File: src/rtl/drive_pkg.sv
// Shared widths, limits and source encoding for the drive command path.
// The motor driver imports the same width constants.
package drive_pkg;

  localparam int SPEED_W   = 9;
  localparam int TURN_W    = 7;
  localparam int SPEED_MAX = 255;
  localparam int TURN_MAX  = 63;

  typedef enum logic [1:0] {
    SRC_NONE = 2'd0,
    SRC_AUTO = 2'd1,
    SRC_MAN  = 2'd2
  } src_e;

  typedef enum logic [1:0] {
    S_IDLE = 2'd0,
    S_AUTO = 2'd1,
    S_MAN  = 2'd2
  } state_e;

  // Only the most negative code lies outside the symmetric range.
  function automatic logic signed [SPEED_W-1:0] clamp_speed(input logic signed [SPEED_W-1:0] v);
    if (int'(v) < -SPEED_MAX) return SPEED_W'(-SPEED_MAX);
    return v;
  endfunction

  function automatic logic signed [TURN_W-1:0] clamp_turn(input logic signed [TURN_W-1:0] v);
    if (int'(v) < -TURN_MAX) return TURN_W'(-TURN_MAX);
    return v;
  endfunction

endpackage

File: src/rtl/slew_limiter.sv
// Moves a signed output toward its target by at most STEP per tick, optionally
// parking at zero for DWELL_TICKS ticks when a step would change sign.
module slew_limiter #(
  parameter int W           = 9,
  parameter int STEP        = 8,
  parameter bit DWELL_EN    = 1'b0,
  parameter int DWELL_TICKS = 0
) (
  input  logic                clk_in,
  input  logic                rst_in,
  input  logic                tick_in,
  input  logic signed [W-1:0] target_in,
  output logic signed [W-1:0] value_out
);

  localparam int CNT_W = $clog2(DWELL_TICKS + 2);
  localparam logic signed [W:0] L_STEP = (W+1)'(STEP);

  logic signed [W-1:0] r_value;
  logic [CNT_W-1:0]    r_dwell;
  logic                r_from_neg;

  logic signed [W:0] w_tgt;
  logic signed [W:0] w_cur;
  logic signed [W:0] w_diff;
  logic signed [W:0] w_next;
  logic              w_cross;
  logic              w_back;

  // One extra bit of headroom so the difference never wraps.
  always_comb begin
    w_tgt  = {target_in[W-1], target_in};
    w_cur  = {r_value[W-1], r_value};
    w_diff = w_tgt - w_cur;
    if (w_diff > L_STEP)       w_next = w_cur + L_STEP;
    else if (w_diff < -L_STEP) w_next = w_cur - L_STEP;
    else                       w_next = w_tgt;
    w_cross = (r_value != '0) && (w_next != '0) && (r_value[W-1] != w_next[W]);
    w_back  = r_from_neg ? (target_in[W-1] || (target_in == '0)) : !target_in[W-1];
  end

  always_ff @(posedge clk_in) begin
    if (rst_in) begin
      r_value    <= '0;
      r_dwell    <= '0;
      r_from_neg <= 1'b0;
    end else if (tick_in) begin
      if (DWELL_EN && (r_dwell != '0) && !w_back) begin
        r_dwell <= r_dwell - CNT_W'(1);
        r_value <= '0;
      end else if (DWELL_EN && w_cross) begin
        r_value    <= '0;
        r_dwell    <= CNT_W'(DWELL_TICKS);
        r_from_neg <= r_value[W-1];
      end else begin
        r_value <= w_next[W-1:0];
        r_dwell <= '0;
      end
    end
  end

  assign value_out = r_value;

endmodule

File: src/rtl/drive_arbiter.sv
// Arbitrates manual/auto drive commands with a per-owner watchdog and slew-limited outputs.
// Define DRIVE_REVERSE_DWELL_EN to park speed at zero for REV_DWELL_TICKS ticks on reversal.
//
// state  | meaning
// S_IDLE | no owner, targets zero
// S_AUTO | tracker owns the targets, manual may preempt
// S_MAN  | operator owns the targets, auto strobes ignored
module drive_arbiter
  import drive_pkg::*;
#(
  parameter int TIMEOUT_CYCLES  = 6500000,
  parameter int RAMP_DIV        = 65000,
  parameter int SPEED_STEP      = 8,
  parameter int TURN_STEP       = 4,
  parameter int REV_DWELL_TICKS = 4
) (
  input  logic                      clk_in,
  input  logic                      rst_in,
  input  logic                      man_valid_in,
  input  logic signed [SPEED_W-1:0] man_speed_in,
  input  logic signed [TURN_W-1:0]  man_turn_in,
  input  logic                      auto_valid_in,
  input  logic signed [SPEED_W-1:0] auto_speed_in,
  input  logic signed [TURN_W-1:0]  auto_turn_in,
  input  logic                      stop_in,
  output logic signed [SPEED_W-1:0] speed_out,
  output logic signed [TURN_W-1:0]  turn_out,
  output logic [1:0]                src_out,
  output logic                      timeout_out
);

  localparam int WD_W  = $clog2(TIMEOUT_CYCLES + 1);
  localparam int DIV_W = $clog2(RAMP_DIV + 1);
  localparam logic [WD_W-1:0]  WD_LAST  = WD_W'(TIMEOUT_CYCLES - 1);
  localparam logic [DIV_W-1:0] DIV_LAST = DIV_W'(RAMP_DIV - 1);
`ifdef DRIVE_REVERSE_DWELL_EN
  localparam bit DWELL_EN = 1'b1;
`else
  localparam bit DWELL_EN = 1'b0;
`endif

  state_e                    r_state;
  src_e                      r_src;
  logic signed [SPEED_W-1:0] r_tgt_speed;
  logic signed [TURN_W-1:0]  r_tgt_turn;
  logic [WD_W-1:0]           r_wd;
  logic                      r_timeout;
  logic [DIV_W-1:0]          r_div;
  logic                      w_tick;

  assign w_tick = (r_div == DIV_LAST);

  always_ff @(posedge clk_in) begin
    if (rst_in || w_tick) r_div <= '0;
    else                  r_div <= r_div + DIV_W'(1);
  end

  // Priority: stop, then manual strobe, then auto strobe (unless manual owns), then watchdog.
  always_ff @(posedge clk_in) begin
    if (rst_in) begin
      r_state     <= S_IDLE;
      r_src       <= SRC_NONE;
      r_tgt_speed <= '0;
      r_tgt_turn  <= '0;
      r_wd        <= '0;
      r_timeout   <= 1'b0;
    end else begin
      r_timeout <= 1'b0;
      if (stop_in) begin
        r_state     <= S_IDLE;
        r_src       <= SRC_NONE;
        r_tgt_speed <= '0;
        r_tgt_turn  <= '0;
        r_wd        <= '0;
      end else if (man_valid_in) begin
        r_state     <= S_MAN;
        r_src       <= SRC_MAN;
        r_tgt_speed <= clamp_speed(man_speed_in);
        r_tgt_turn  <= clamp_turn(man_turn_in);
        r_wd        <= '0;
      end else if (auto_valid_in && (r_state != S_MAN)) begin
        r_state     <= S_AUTO;
        r_src       <= SRC_AUTO;
        r_tgt_speed <= clamp_speed(auto_speed_in);
        r_tgt_turn  <= clamp_turn(auto_turn_in);
        r_wd        <= '0;
      end else if (r_state != S_IDLE) begin
        if (r_wd == WD_LAST) begin
          r_state     <= S_IDLE;
          r_src       <= SRC_NONE;
          r_tgt_speed <= '0;
          r_tgt_turn  <= '0;
          r_wd        <= '0;
          r_timeout   <= 1'b1;
        end else begin
          r_wd <= r_wd + WD_W'(1);
        end
      end
    end
  end

  slew_limiter #(
    .W(SPEED_W), .STEP(SPEED_STEP), .DWELL_EN(DWELL_EN), .DWELL_TICKS(REV_DWELL_TICKS)
  ) u_speed (
    .clk_in(clk_in), .rst_in(rst_in), .tick_in(w_tick),
    .target_in(r_tgt_speed), .value_out(speed_out)
  );

  slew_limiter #(
    .W(TURN_W), .STEP(TURN_STEP), .DWELL_EN(1'b0), .DWELL_TICKS(0)
  ) u_turn (
    .clk_in(clk_in), .rst_in(rst_in), .tick_in(w_tick),
    .target_in(r_tgt_turn), .value_out(turn_out)
  );

  assign src_out     = r_src;
  assign timeout_out = r_timeout;

endmodule
File: config.mk
export PLATFORM = sky130hd
export DESIGN_NAME = drive_arbiter
export DESIGN_NICKNAME = d
export VERILOG_FILES = /design/src/rtl/drive_pkg.sv /design/src/rtl/slew_limiter.sv /design/src/rtl/drive_arbiter.sv
export SDC_FILE = /design/constraint.sdc
export NUM_CORES = 1
export LEC_CHECK = 0
export CAP_MARGIN = 20
export CORE_ASPECT_RATIO = 1.5
export CORE_UTILIZATION = 45
export CTS_CLUSTER_DIAMETER = 50
export DETAILED_ROUTE_END_ITERATION = 8
export MAX_ROUTING_LAYER = met4
export PLACE_DENSITY_LB_ADDON = 0.3
export SYNTH_ARGS = -nofsm -noshare
export SYNTH_HDL_FRONTEND = slang
export SYNTH_HIERARCHICAL = 1
export SYNTH_SLANG_ARGS = --single-unit
File: constraint.sdc
create_clock -name clk_in -period 2.8 [get_ports clk_in]
set_clock_uncertainty 0.2 [all_clocks]
set_input_delay 0.28 -clock clk_in [delete_from_list [all_inputs] [get_ports clk_in]]
set_output_delay 0.28 -clock clk_in [all_outputs]
set_load 0.05 [all_outputs]
==> flow_summary.yaml <==
outcome:
  run_status: "finished, violations left"
  violations: "negative setup slack"
finish:
  drive_gt1_share_pct: 22.3
  nets: 813
  diodes: 0
  post-route-util_pct: 63.5
  fill_cells: 889
  syn_to_final_growth_pct: 36.5
power:
  power_uw: 3110
  cellPowerDensity_mw_per_mm2: 440
  vdd.ir_drop.worst_mv: 0.339
  p_leak_uw: 0.00251
routing:
  drc: 0
  drt_iter0_markers: 227
  postRouteAntennaNets: 0
  post_drt_wl_per_cell_um: 17.6
  drt_pass1_iterations: 7
  vias_per_cell: 6.02
  num_vias: 5421
  routed_wl_mm: 15.9
placed_design:
  portBuffers: 55
  hpwlAfterDp_mm: 11.0
  gp_congestion: 0.902
  dpl_worst_slack_ns: -0.252
worst_setup_path:
  crit_path_start_kind: "register"
  endpoint_kind: "register"
  crit_fanout: 5
  crit_chain: "inv_2 > ha_4 > inv_2 > fa_2 > a211oi_4 > nor3_2 > mux2i_1 > or3_4 > and3_4 > mux2_4 > a221oi_2 > a311oi_1"
  cp.arrival_ns: 3.01
  critPathSlowestCell: "or3_4"
  required_ns: 2.81
  max_stage_delay_ns: 0.37
  crit_type: "reg -> reg"
  crit_top_cell: "inv_2"
synth:
  ys_ff_latch: 74
  synth_edf_count: 0
  synthArstFlopShare_pct: 0
  synth_commonest_cells: "dfxtp_1 (74), nor2_1 (55), nand2_1 (54)"
  yosysMostFrequentCell: "dfxtp_1"
  yosys-top-cells-area: "dfxtp_1 (29%), ha_1 (6.3%), nor2_1 (4.0%)"
  ys_warn_count: 6
  syn_nets: 710
  ys_types: 76
  yosysTopAreaCell: "dfxtp_1"
  postSynthAreaPerCell_um2: 8.02
  ys_seq_area_share_pct: 28.6
  ys.flop_type: "dfxtp_1"
  netlist.area_leader.share_pct: 28.6
  syn_area_mm2: 0.00517
  netlist_instances: 645
job:
  cap_violations: 0
timing:
  finalCriticalPeriod_ns: 3.01
  finalMaxSlewViolations: 0
  worst_pin_slew_ns: 0.741
  period_share_pct: 107
  whs_ns: 0.267
  setup_ws_ns: -0.205
  relSlewSlack_pct: 50.5
  finalHoldViolCount: 0
  final-setup-viol-count: 15
  rsz0062_at_grt: "yes"
  max_clock_freq_ghz: 0.333
die:
  num_io_pins: 56
  initial_core_util_pct: 46.6
  die_area_mm2: 0.0119
  die_h_um: 133
  die_w_um: 89.6
  core-area_mm2: 0.0111
  row_count: 47
clock_network:
  cts_made_buffers: 9
  cts_sinks: 74
  cts-root-buf: "clkbuf_16"
  cts_hold_buf: 0
  ctsLongestPathBuffers: 2
  clk_latency_ns: 0.34
  cts_tree: "yes"
  clk_pin_slew_ns: 0.06
  ctsHtreeMaxLevel: 3
global_route:
  grt_pass1_vias: 5335
  grt_pass1_wl_mm: 25.0
  antenna_found_initial: 0
  grt_usage_pct: 27.7
  grt-ovfl-total: 0
  grt_max_degree: 32
min_path:
  hp-class: "reg -> reg"
## path summary, 6_finish.rpt
check / endpoint / start / slack, ns / cells past startpoint
worst min-delay path: r_div[0] / r_div[0] / 0.27 / 1
worst min register to register: r_div[0] / r_div[0] / 0.27 / 1
worst max register to register: u_speed/value_out[8] / r_tgt_speed[0] / -0.21 / 12
worst max-delay path: u_speed/value_out[8] / r_tgt_speed[0] / -0.21 / 12
## layout by cell type (no fill, tap or decap), types with 6 or more instances in the layout
cell / count
dfxtp_1: 56
clkdlybuf4s50_1: 55
buf_4: 55
nand2_1: 54
nor2_1: 53
o21ai_0: 35
inv_1: 32
nand3_1: 24
a21oi_1: 24
ha_1: 21
xor2_1: 20
xnor2_1: 19
or4_1: 18
nand2b_1: 17
o31ai_1: 15
nand4_1: 15
nor3_1: 12
and3b_1: 12
nor4b_1: 12
dfxtp_4: 11
o21ai_1: 9
clkbuf_16: 9
dfxtp_2: 7
a21oi_2: 7
buf_6: 7
nor3b_1: 6
or3_1: 6
## sequential cells by signal, summed over array words and instances, names as in the netlist
signal / cells
r_tgt_speed: 9
r_tgt_turn: 7
r_wd: 23
u_turn/value_out: 7
r_div: 16
timeout_out: 1
u_speed/value_out: 9
src_out: 2
## layer usage
layer  track usage (%)  up-vias  share of wire (%)
met5                 -        -                  0
met4              15.4        0                5.9
met3              3.35       78                3.6
met2              49.7      184                 55
met1              28.0     2577                 36
li1                  -     2582                  -
## what timing repair did
| action | in CTS | in global routing |
|---|---|---|
| cloned | 1 | 0 |
| setup endpoints to repair | 16 | 16 |
| gates resized for setup | 41 | 20 |
| pin swaps | 26 | 26 |
| hold endpoints to repair | 0 | 0 |
| buffers inserted | 12 | 4 |
## cell type report
cell class                      instances  area [µm²]  area share [%]
Clock buffer                            9         225            3.19
Clock inverter                          7         121            1.72
Inverter                               37         139            1.97
Multi-Input combinational cell        507        3780            53.5
Sequential cell                        74        1530            21.7
Tap cell                              147         184            2.60
Timing Repair Buffer                  119        1080            15.3
## where the power goes
part           internal [µW]  switching, µW
Clock                    877            472
Sequential              1060           16.8
Combinational            341            347
## logic make-up (layout without fill, tap and decap cells)
group | after synthesis | in the layout | share of synthesized area (%)
flip-flops | 74 | 74 | 28.6
AO/OA/AOI/OAI | 151 | 152 | 19.8
multiplexers | 7 | 7 | 1.47
adder cells (fa/ha/maj) | 28 | 28 | 7.06
XOR/XNOR | 40 | 40 | 6.77
buffers and inverters | 65 | 172 | 5.56
AND/OR/NAND/NOR | 280 | 280 | 30.8
## worst max-delay path: cells and delay by family (launching register included)
kind	cells	cell delay, ns
compound gates	3	0.70
flops	1	0.32
simple gates	3	0.64
mux	2	0.44
buf+inv	2	0.09
fa+ha+maj	2	0.48
## metrics by stage
step / area (µm²) / TNS, ns / instances
3_3_place_gp: 6280 / -0.861 / 867
3_5_place_dp: 6280 / -2.31 / 867
4_1_cts: 6930 / -1.71 / 896
2_1_floorplan: 5340 / -0.322 / 645
6_report: 7060 / -1.84 / 900
5_1_grt: 7060 / -3.11 / 900
Note: power is estimated with default switching activity, not from simulation.
